===== src/rtl/wfifo_wr_ctrl.sv =====
// Write-side front end of the async FIFO: 2-entry skid buffer feeding the pointer block,
// plus a conservative write-domain fill level and almost-full flag.
module wfifo_wr_ctrl #(
    parameter int ASIZE        = 4,
    parameter int DSIZE        = 8,
    parameter int AFULL_THRESH = 12
) (
    input  logic             wclk,
    input  logic             wrst,
    input  logic             s_valid,
    input  logic [DSIZE-1:0] s_data,
    output logic             s_ready,
    input  logic             wfull,
    input  logic [ASIZE:0]   w_rptr,
    output logic             wen,
    output logic [DSIZE-1:0] wdata,
    output logic [ASIZE:0]   wlevel,
    output logic             walmost_full,
    output logic             proto_err
);

    localparam int PW = ASIZE + 1;
    localparam logic [PW-1:0] THRESH = PW'(AFULL_THRESH);

    typedef enum logic [1:0] {
        ST_EMPTY = 2'd0,
        ST_ONE   = 2'd1,
        ST_TWO   = 2'd2
    } state_t;

    state_t           state_q, state_d;
    logic [DSIZE-1:0] head_q, head_d;
    logic [DSIZE-1:0] tail_q, tail_d;
    logic             s_ready_q, s_ready_d;
    logic             stall_q, stall_d;
    logic             proto_err_q, proto_err_d;
    logic [PW-1:0]    wcnt_q, wcnt_d;
    logic [PW-1:0]    wlevel_q, wlevel_d;
    logic             afull_q, afull_d;

    logic             push;
    logic             pop;
    logic [PW-1:0]    rbin;
    logic [PW-1:0]    level_next;

    function automatic logic [PW-1:0] gray2bin(input logic [PW-1:0] g);
        logic [PW-1:0] b;
        b[PW-1] = g[PW-1];
        for (int i = PW - 2; i >= 0; i--) begin
            b[i] = b[i+1] ^ g[i];
        end
        return b;
    endfunction

    // Reset masks both handshakes so nothing is written or accepted in a reset cycle.
    assign pop  = (state_q != ST_EMPTY) & ~wfull & ~wrst;
    assign push = s_valid & s_ready_q & ~wrst;

    always_comb begin
        state_d = state_q;
        head_d  = head_q;
        tail_d  = tail_q;
        unique case (state_q)
            ST_EMPTY: begin
                if (push) begin
                    state_d = ST_ONE;
                    head_d  = s_data;
                end
            end
            ST_ONE: begin
                if (push && pop) begin
                    head_d = s_data;
                end else if (push) begin
                    state_d = ST_TWO;
                    tail_d  = s_data;
                end else if (pop) begin
                    state_d = ST_EMPTY;
                end
            end
            ST_TWO: begin
                if (pop) begin
                    state_d = ST_ONE;
                    head_d  = tail_q;
                end
            end
            default: begin
                state_d = ST_EMPTY;
            end
        endcase
        s_ready_d = (state_d != ST_TWO);
    end

    // Level uses the pre-increment count, so wlevel trails wcnt by one cycle.
    always_comb begin
        rbin        = gray2bin(w_rptr);
        level_next  = wcnt_q - rbin;
        wcnt_d      = wcnt_q + PW'(pop);
        wlevel_d    = level_next;
        afull_d     = (level_next >= THRESH);
        stall_d     = s_valid & ~s_ready_q;
        proto_err_d = proto_err_q | (stall_q & ~s_valid);
    end

    always_ff @(posedge wclk) begin
        if (wrst) begin
            state_q     <= ST_EMPTY;
            s_ready_q   <= 1'b0;
            stall_q     <= 1'b0;
            proto_err_q <= 1'b0;
            wcnt_q      <= '0;
            wlevel_q    <= '0;
            afull_q     <= 1'b0;
        end else begin
            state_q     <= state_d;
            s_ready_q   <= s_ready_d;
            stall_q     <= stall_d;
            proto_err_q <= proto_err_d;
            wcnt_q      <= wcnt_d;
            wlevel_q    <= wlevel_d;
            afull_q     <= afull_d;
        end
    end

    // Entry storage is qualified by state, so it carries no reset.
    always_ff @(posedge wclk) begin
        head_q <= head_d;
        tail_q <= tail_d;
    end

    assign s_ready      = s_ready_q;
    assign wen          = pop;
    assign wdata        = head_q;
    assign wlevel       = wlevel_q;
    assign walmost_full = afull_q;
    assign proto_err    = proto_err_q;

endmodule


===== config.mk =====
export PLATFORM = sky130hd
export DESIGN_NAME = wfifo_wr_ctrl
export DESIGN_NICKNAME = d
export VERILOG_FILES = /design/src/rtl/wfifo_wr_ctrl.sv
export SDC_FILE = /design/constraint.sdc
export NUM_CORES = 1
export LEC_CHECK = 0
export ABC_AREA = 1
export BUFFER_PORTS_ARGS = -buffer_cell sky130_fd_sc_hd__buf_2
export CAP_MARGIN = 30
export CORE_MARGIN = 4
export CORE_UTILIZATION = 50
export CTS_CLUSTER_SIZE = 20
export DETAILED_ROUTE_END_ITERATION = 8
export GPL_TIMING_DRIVEN = 0
export PLACE_DENSITY = 0.75
export SYNTH_ARGS = -nofsm -noshare
export SYNTH_HDL_FRONTEND = slang
export SYNTH_SLANG_ARGS = --single-unit

===== constraint.sdc =====
create_clock -name wclk -period 1.9 [get_ports wclk]
set_clock_uncertainty 0.15 [all_clocks]
set_input_delay 0.095 -clock wclk [delete_from_list [all_inputs] [get_ports wclk]]
set_output_delay 0.095 -clock wclk [all_outputs]
set_load 0.03 [all_outputs]

* Word-level counts from Yosys, hierarchy flattened *
Cells that the tools add are included.
Widths: inputs -> output; s select.

cells by class
  add/sub/neg operators = 2
  multipliers = 0
  div/mod/pow operators = 0
  order comparisons = 1
  equality and inequality tests = 6
  shift-type cells = 0
  muxes and demuxes = 10
  bitwise gates (word level) = 16
  reductions and logical operators = 6

operators with widths
  kind                number
  $mux 8              3
  $pmux 8 s3          1
  $mux 2              5
  $ne 2x2->1 const B  4
  $and 1x1->1         6
  $pmux 2 s3          1
  $add 5x1->5         1
  $ge 5x4->1 const B  1
  $not 1->1           5
  $sub 5x5->5         1
  $reduce_and 4->1    1
  $xor 1x1->1         4
  $reduce_and 3->1    1
  $reduce_bool 3->1   1
  $eq 2x1->1 const B  1
  $eq 2x2->1 const B  1
  $logic_not 2->1     1
  $reduce_bool 2->1   1
  $logic_and 1x1->1   1
  $or 1x1->1          1

storage, ports and cells
  register bits after elaboration = 32
  latch bits = 0
  bits in writable memories = 0
  ROM bits = 0
  bits of input ports = 17
  output and inout bits = 17
  word-level logic and storage cells = 50
  memories kept = 0

* Logic depth before layout (Yosys ltp) *
Gate-level depths: netlist of run 1.

  word-level depth = 8
  mapped depth = 18
  depth with buffers taken out = 18

* Least setup slack after synthesis of run 1 *
Ideal clock, no wire load.

  kind = input to register
  start point = input w_rptr[4]
  end point = register afull_q, in the netlist walmost_full
  library setup time = 115 ps
  arrival time = 1532 ps
  required time = 1635 ps
  slack = 103 ps
  cell stages on the path = 16
  path buffers = 0
  cells stage by stage = inv_1 nand2_1 nand3_1 nand3_1 nand2_2 nand2_1 nand2_1 ha_1 inv_1 fa_1 nand2_1 nand2_1 nand2_1 nand3_1 nand3_1 nand2_1

between the ends
  cells in the longest elaborated chain, start to end = 6

RTL lines
  element                   line  RTL
  start: declaration        14    input logic [ASIZE:0] w_rptr,
  $xor 1x1->1 (4 in a row)  50    b[i] = b[i+1] ^ g[i];
  $sub 5x5->5 *             96    level_next = wcnt_q - rbin;
  $ge 5x4->1 *              99    afull_d = (level_next >= THRESH);
  end signal: assignment    120   afull_q <= afull_d;
  end: declaration          39    logic afull_q, afull_d;

Mark *: on every way between the ends. The rest lies on a longest branch, timed or not.
A chain may end at the register's enable or synchronous reset.

* Worst setup path after layout of run 1 *
  start point = input w_rptr[0]
  end point = register afull_q, in the netlist walmost_full

between the ends
  cells in the longest elaborated chain, start to end = 3

RTL lines
  element      line
  $xor 1x1->1  50
  $sub 5x5->5  96
  $ge 5x4->1   99

No other way between the ends.

==> impl_metrics.toml, run 1 <==
[global_routing]
grt_max_degree = 11
overflow = 0
first_global_vias = 1015
antenna_found_initial = 0
grt_usage = 0.165
grt_pass1_wl_mm = 4.28

[layout]
num-fill-cells = 207
antenna_cells = 0
postLayoutCoreUtil = 0.664
fin_nets = 227
drive_above_1_share = 0.299
syn2layout_area_growth_pct = 27.4

[worst_setup_path]
r2r_start = "wcnt_q[0]"
cp-end-kind = "register"
critPathLaunchType = "input port"
r2r-end = "walmost_full"
cp.required_ns = 1.97
r2r_cells = 10
crit_fanout = 3
path_class = "in -> reg"
worstPathArrival_ns = 1.81
r2r_slack_ns = 0.23

[floorplanning]
start_util = 0.521
pin_count = 34
die_width_um = 61.4
rows = 19
core_um2 = 2730
die_h_um = 61.4
die_area_um2 = 3770

[logic_synthesis]
synth_cells = 152
synth_area_per_cell_um2 = 9.37
synth_top_area_share = 0.337
synth_compound_area_frac = 0.0343
synthXorXnorAreaFrac = 0.0123
synthDistinctLibCells = 23
yosysWarnings = 0
syn_area_um2 = 1420
yosys.area_share.simple = 0.260
yosys.area.top_type = "edfxtp_1"
synth_fa_ha_area_frac = 0.0668
ys_top_cells_by_area = "edfxtp_1, dfxtp_1, nand2_1, ha_1, inv_1"
ys_seq_elements = 32
synth_mux_area_frac = 0
syn_nets = 176
ys_seq_area_frac = 0.562
synth_top_family_by_area = "simple AND/OR/NAND/NOR gates"

[timing]
final-max-slew-violation-count = 0
setup_violations = 0
whs_ns = 0.0119
final-hold-violation-count = 0
fin_crit_ns = 1.74
tightest_slew_ns = 0.320
post-route-period-util = 0.914
final.setup.tns_ns = 0
grt_setup_unrepaired = "no"
maxClockFrequency_mhz = 576
max_slew_margin = 0.787

[run_status]
status = "finished clean"

[power]
total_power_mw = 1.33
switchingPower_mw = 0.356
internal-power_mw = 0.977
netSwitchingFraction = 0.267
comb_power_share = 0.161
power-per-cell-area_nw_per_um2 = 735
ir_worst_vdd_mv = 0.663
seqPwrFrac = 0.569
p_leak_nw = 0.871
p_clk_frac = 0.270

[cts]
clk_pin_slew_ns = 0.10
cts.sinks = 32
clkLatencyLatePin_ns = 0.33
cts_tree = "done"
cts_max_level = 2
cts_buffer_depth = 2
numCtsBuffers = 5
cts-root-buf = "clkbuf_4"

[routing]
dr_wl_met3_um = 171
routed.top_layer = "met4"
wire_per_inst_um = 11.3
detail-route-antenna-nets = 0
wl_met2_mm = 1.31
routed_wl_mm = 2.65
drc = 0
vias_per_cell = 4.77
via_count = 1120
drt-initial-drc-count = 29
first_pass_iters = 4
m1WireLength_mm = 1.12

[placement]
port_buffers = 33
place_congestion = 0.734
dp_hpwl_mm = 2.02

[run]
drv_cap = 0

[hold_path]
hold_path_class = "in -> reg"
hp-start = "wrst"
min_to = "wcnt_q[2]"
holdPathStages = 2
==> power groups by stage <==
stage               Sequential, mW  Clock, mW  Combinational (mW)
floorplan                    0.822          0              0.0874
detailed placement           0.775          0               0.197
CTS                          0.760      0.377               0.215
finish                       0.759      0.360               0.215
global route                 0.762      0.408               0.238
global placement             0.774          0               0.189
==> stage by stage <==
step                setup WS (ns)  area (um^2)  std cells
finish                      0.163         1810        235
detailed placement         -0.228         1630        216
CTS                        0.0561         1790        235
global placement           -0.157         1630        216
global route              0.00187         1810        235
floorplan                   0.103         1420        152
==> worst max-delay path, cell delays in order <==
cell and delay [ns]:
buf_2 0.08, dlygate4sd3_1 0.53, nand2_1 0.05, nand2_1 0.05, ha_1 0.13, inv_1 0.06
fa_2 0.36, nand2_1 0.08, nand2_1 0.05, nand2_1 0.08, nand3_1 0.08, nand3_1 0.11
nand2_1 0.05
==> flip-flops by register name (all words and copies together), names as in the netlist <==
register	count
tail_q	8
wlevel	5
wdata	8
proto_err	1
state_q	2
s_ready	1
stall_q	1
walmost_full	1
wcnt_q	5
==> cells in the final DEF, fill, tap and decap left out, types with 2 or more instances in the layout <==
master         Yosys  layout
nand2_1           44      44
buf_2              1      33
inv_1             19      19
dfxtp_1           16      16
edfxtp_1          16      16
nor2_1            10      10
dlygate4sd3_1      0      10
nand3_1            9       9
a21oi_1            5       5
clkbuf_4           0       5
nand2_2            4       4
ha_1               6       4
nor2_2             3       3
nand3_2            2       2
buf_4              1       2
inv_2              2       2
nor2_4             2       2
o21ai_0            3       2
o21ai_2            1       2
nor3_1             2       2
xor2_1             2       2
clkbuf_1           0       2
==> metal layers <==
layer | vias up | GRT usage
met5 | - | 0
met4 | 0 | 0.109
met3 | 5 | 0.0524
met2 | 31 | 0.266
met1 | 493 | 0.188
li1 | 591 | -
==> cell usage after synthesis <==
| master | instances |
|---|---|
| edfxtp_1 | 16 |
| fa_1 | 1 |
| dfxtp_1 | 16 |
| nand2_1 | 44 |
| nor2_4 | 2 |
| nand3b_1 | 1 |
| nand2_2 | 4 |
| inv_1 | 19 |
| ha_1 | 6 |
| buf_4 | 1 |
| nor3_2 | 1 |
| nand3_1 | 9 |
| or2_4 | 1 |
| buf_2 | 1 |
| xor2_1 | 2 |
| o21ai_2 | 1 |
| o21ai_0 | 3 |
| a21oi_1 | 5 |
| nor3_1 | 2 |
| nor2_2 | 3 |
| inv_2 | 2 |
| nor2_1 | 10 |
| nand3_2 | 2 |
==> cell type report <==
type | instances | area, um^2 | area share
clock inverter | 1 | 5.00 | 0.00276
inverter | 21 | 78.8 | 0.0434
tap | 31 | 38.8 | 0.0214
timing repair buffer | 44 | 280 | 0.154
buffer | 2 | 12.5 | 0.00690
multi-input combinational | 97 | 553 | 0.305
clock buffer | 7 | 45.0 | 0.0248
sequential | 32 | 801 | 0.441
==> kinds of logic (layout without fill, tap and decap cells) <==
family                   count (synthesis)  after routing
XOR/XNOR                                 2              2
adder cells (fa/ha/maj)                  7              7
buffers and inverters                   23             75
flip-flops                              32             32
AND/OR/NAND/NOR                         79             79
AO/OA/AOI/OAI                            9              9
==> worst max path at each step <==
| stage | from | slack (ns) | to |
|---|---|---|---|
| CTS | wrst | 0.06 | wcnt_q[4] |
| global route | w_rptr[4] | 0.002 | walmost_full |
| floorplan | w_rptr[4] | 0.10 | walmost_full |
| detailed placement | w_rptr[4] | -0.23 | walmost_full |
| global placement | w_rptr[4] | -0.16 | walmost_full |
| finish | w_rptr[0] | 0.16 | walmost_full |
==> what timing repair did <==
item | CTS | global route
setup buffers | 0 | 1
endpoints found under the setup margin | 0 | 3
gates resized for setup | 0 | 7
hold buffers | 11 | 0
endpoints found under the hold margin | 23 | 0
Power figures use the tool's default switching activity.
==> run 2: changes to the inputs <==
--- a/constraint.sdc
+++ b/constraint.sdc
@@ -3,3 +3,3 @@
 set_input_delay 0.095 -clock wclk [delete_from_list [all_inputs] [get_ports wclk]]
 set_output_delay 0.095 -clock wclk [all_outputs]
-set_load 0.03 [all_outputs]
+set_load 0.01 [all_outputs]
==> run 2 against run 1 <==
  * Worst setup slack got worse by 0.070 ns
  * Die area unchanged
  * Total power decreased by 2.3%
  * Via count increased by 0.80%
  * Largest cell class unchanged
  * Register-to-register slack about the same
  * Critical endpoint is now wcnt_q[4]
  * Clock power about the same
==> impl_metrics.toml, run 2 (same netlist as run 1, synthesis figures left out) <==
[run_status]
status = "finished clean"

[routing]
routed_wl_mm = 2.70
detail-route-antenna-nets = 0
first_pass_iters = 4
drc = 0
wire_per_inst_um = 11.4
vias_per_cell = 4.76
via_count = 1129
drt-initial-drc-count = 32

[timing]
whs_ns = 0.0734
max_slew_margin = 0.788
final-max-slew-violation-count = 0
fin_ws_ns = 0.0933
tightest_slew_ns = 0.318
grt_setup_unrepaired = "no"
maxClockFrequency_mhz = 553
setup_violations = 0
final-hold-violation-count = 0
fin_crit_ns = 1.81
post-route-period-util = 0.951
final.setup.tns_ns = 0

[worst_setup_path]
crit_fanout = 5
cp-end-kind = "register"
cp.required_ns = 1.97
critPathLaunchType = "input port"
path_class = "in -> reg"
worstPathArrival_ns = 1.87

[layout]
fin_nets = 229
drive_above_1_share = 0.316
final_cell_mix = "nand2_1, buf_2, inv_1"
syn2layout_area_growth_pct = 28.5
multiInputGateArea_um2 = 556
stdcell_count = 237
ff_latch_area_um2 = 801
final_common_cell = "nand2_1"
postLayoutCoreUtil = 0.669
antenna_cells = 0
num-fill-cells = 209
fin_area_um2 = 1830

[floorplanning]
die_h_um = 61.4
pin_count = 34
rows = 19
start_util = 0.521
die_area_um2 = 3770
die_width_um = 61.4
core_um2 = 2730

[placement]
dp_hpwl_mm = 2.02
port_buffers = 33
dpl-instance-area_um2 = 1630
pre_cts_slack_ns = -0.228
dp.cells = 216
place_congestion = 0.734

[power]
p_leak_nw = 0.871
ir_worst_vdd_mv = 0.650
total_power_mw = 1.30
power-per-cell-area_nw_per_um2 = 712

[cts]
cts.sinks = 32
clkLatencyLatePin_ns = 0.33
numCtsBuffers = 5
clk_pin_slew_ns = 0.10
cts_max_level = 2
cts_tree = "done"
cts_buffer_depth = 2
cts-root-buf = "clkbuf_4"

[global_routing]
overflow = 0
grt_max_degree = 11
first_global_vias = 1015
grt_usage = 0.165
antenna_found_initial = 0
grt_pass1_wl_mm = 4.28

[hold_path]
hold_path_class = "in -> reg"

[run]
drv_cap = 0
-- run 2: path summary, 6_finish.rpt --
kind | from | to | slack (ns) | cells after the start
max | wrst | wcnt_q[4] | 0.09 | 11
min | wfull | state_q[0] | 0.07 | 4
max reg2reg | wcnt_q[0] | walmost_full | 0.22 | 10
min reg2reg | stall_q | proto_err | 0.32 | 2
-- run 2: final cells by class --
type | count | area share
repair buffers | 46 | 0.160
clock inverters | 1 | 0.00274
inverters | 21 | 0.0431
well taps | 31 | 0.0212
multi-input cells | 97 | 0.304
plain buffers | 2 | 0.00684
clock buffers | 7 | 0.0246
flip-flops and latches | 32 | 0.438
-- run 2: what timing repair did --
action                                  4_1_cts  5_1_grt
buffers inserted                              0        2
resized for setup                             0        9
hold buffers                                 11        0
endpoints found under the setup margin        0        3
endpoints found under the hold margin        23        0
-- run 2: power by group --
group | switching (mW) | total, mW | internal [mW]
Sequential | 0.00801 | 0.759 | 0.751
Combinational | 0.0995 | 0.183 | 0.0831
Clock | 0.217 | 0.361 | 0.144
Total | 0.324 | 1.30 | 0.978
-- run 2: critical path, stage by stage --
cell	delay [ns]
dlygate4sd3_1	0.53
buf_4	0.15
or2_4	0.26
nor2_4	0.16
ha_4	0.15
ha_2	0.16
nand2_1	0.06
inv_2	0.07
nand2_2	0.06
o21ai_2	0.12
a21oi_1	0.05
-- run 2: routing by layer --
layer	up-vias	wire (um)	global-route usage	share of wire
met5	-	0	0	0
met4	0	55	0.109	0.020
met3	5	149	0.0524	0.055
met2	27	1330	0.266	0.49
met1	504	1160	0.188	0.43
li1	593	-	-	-
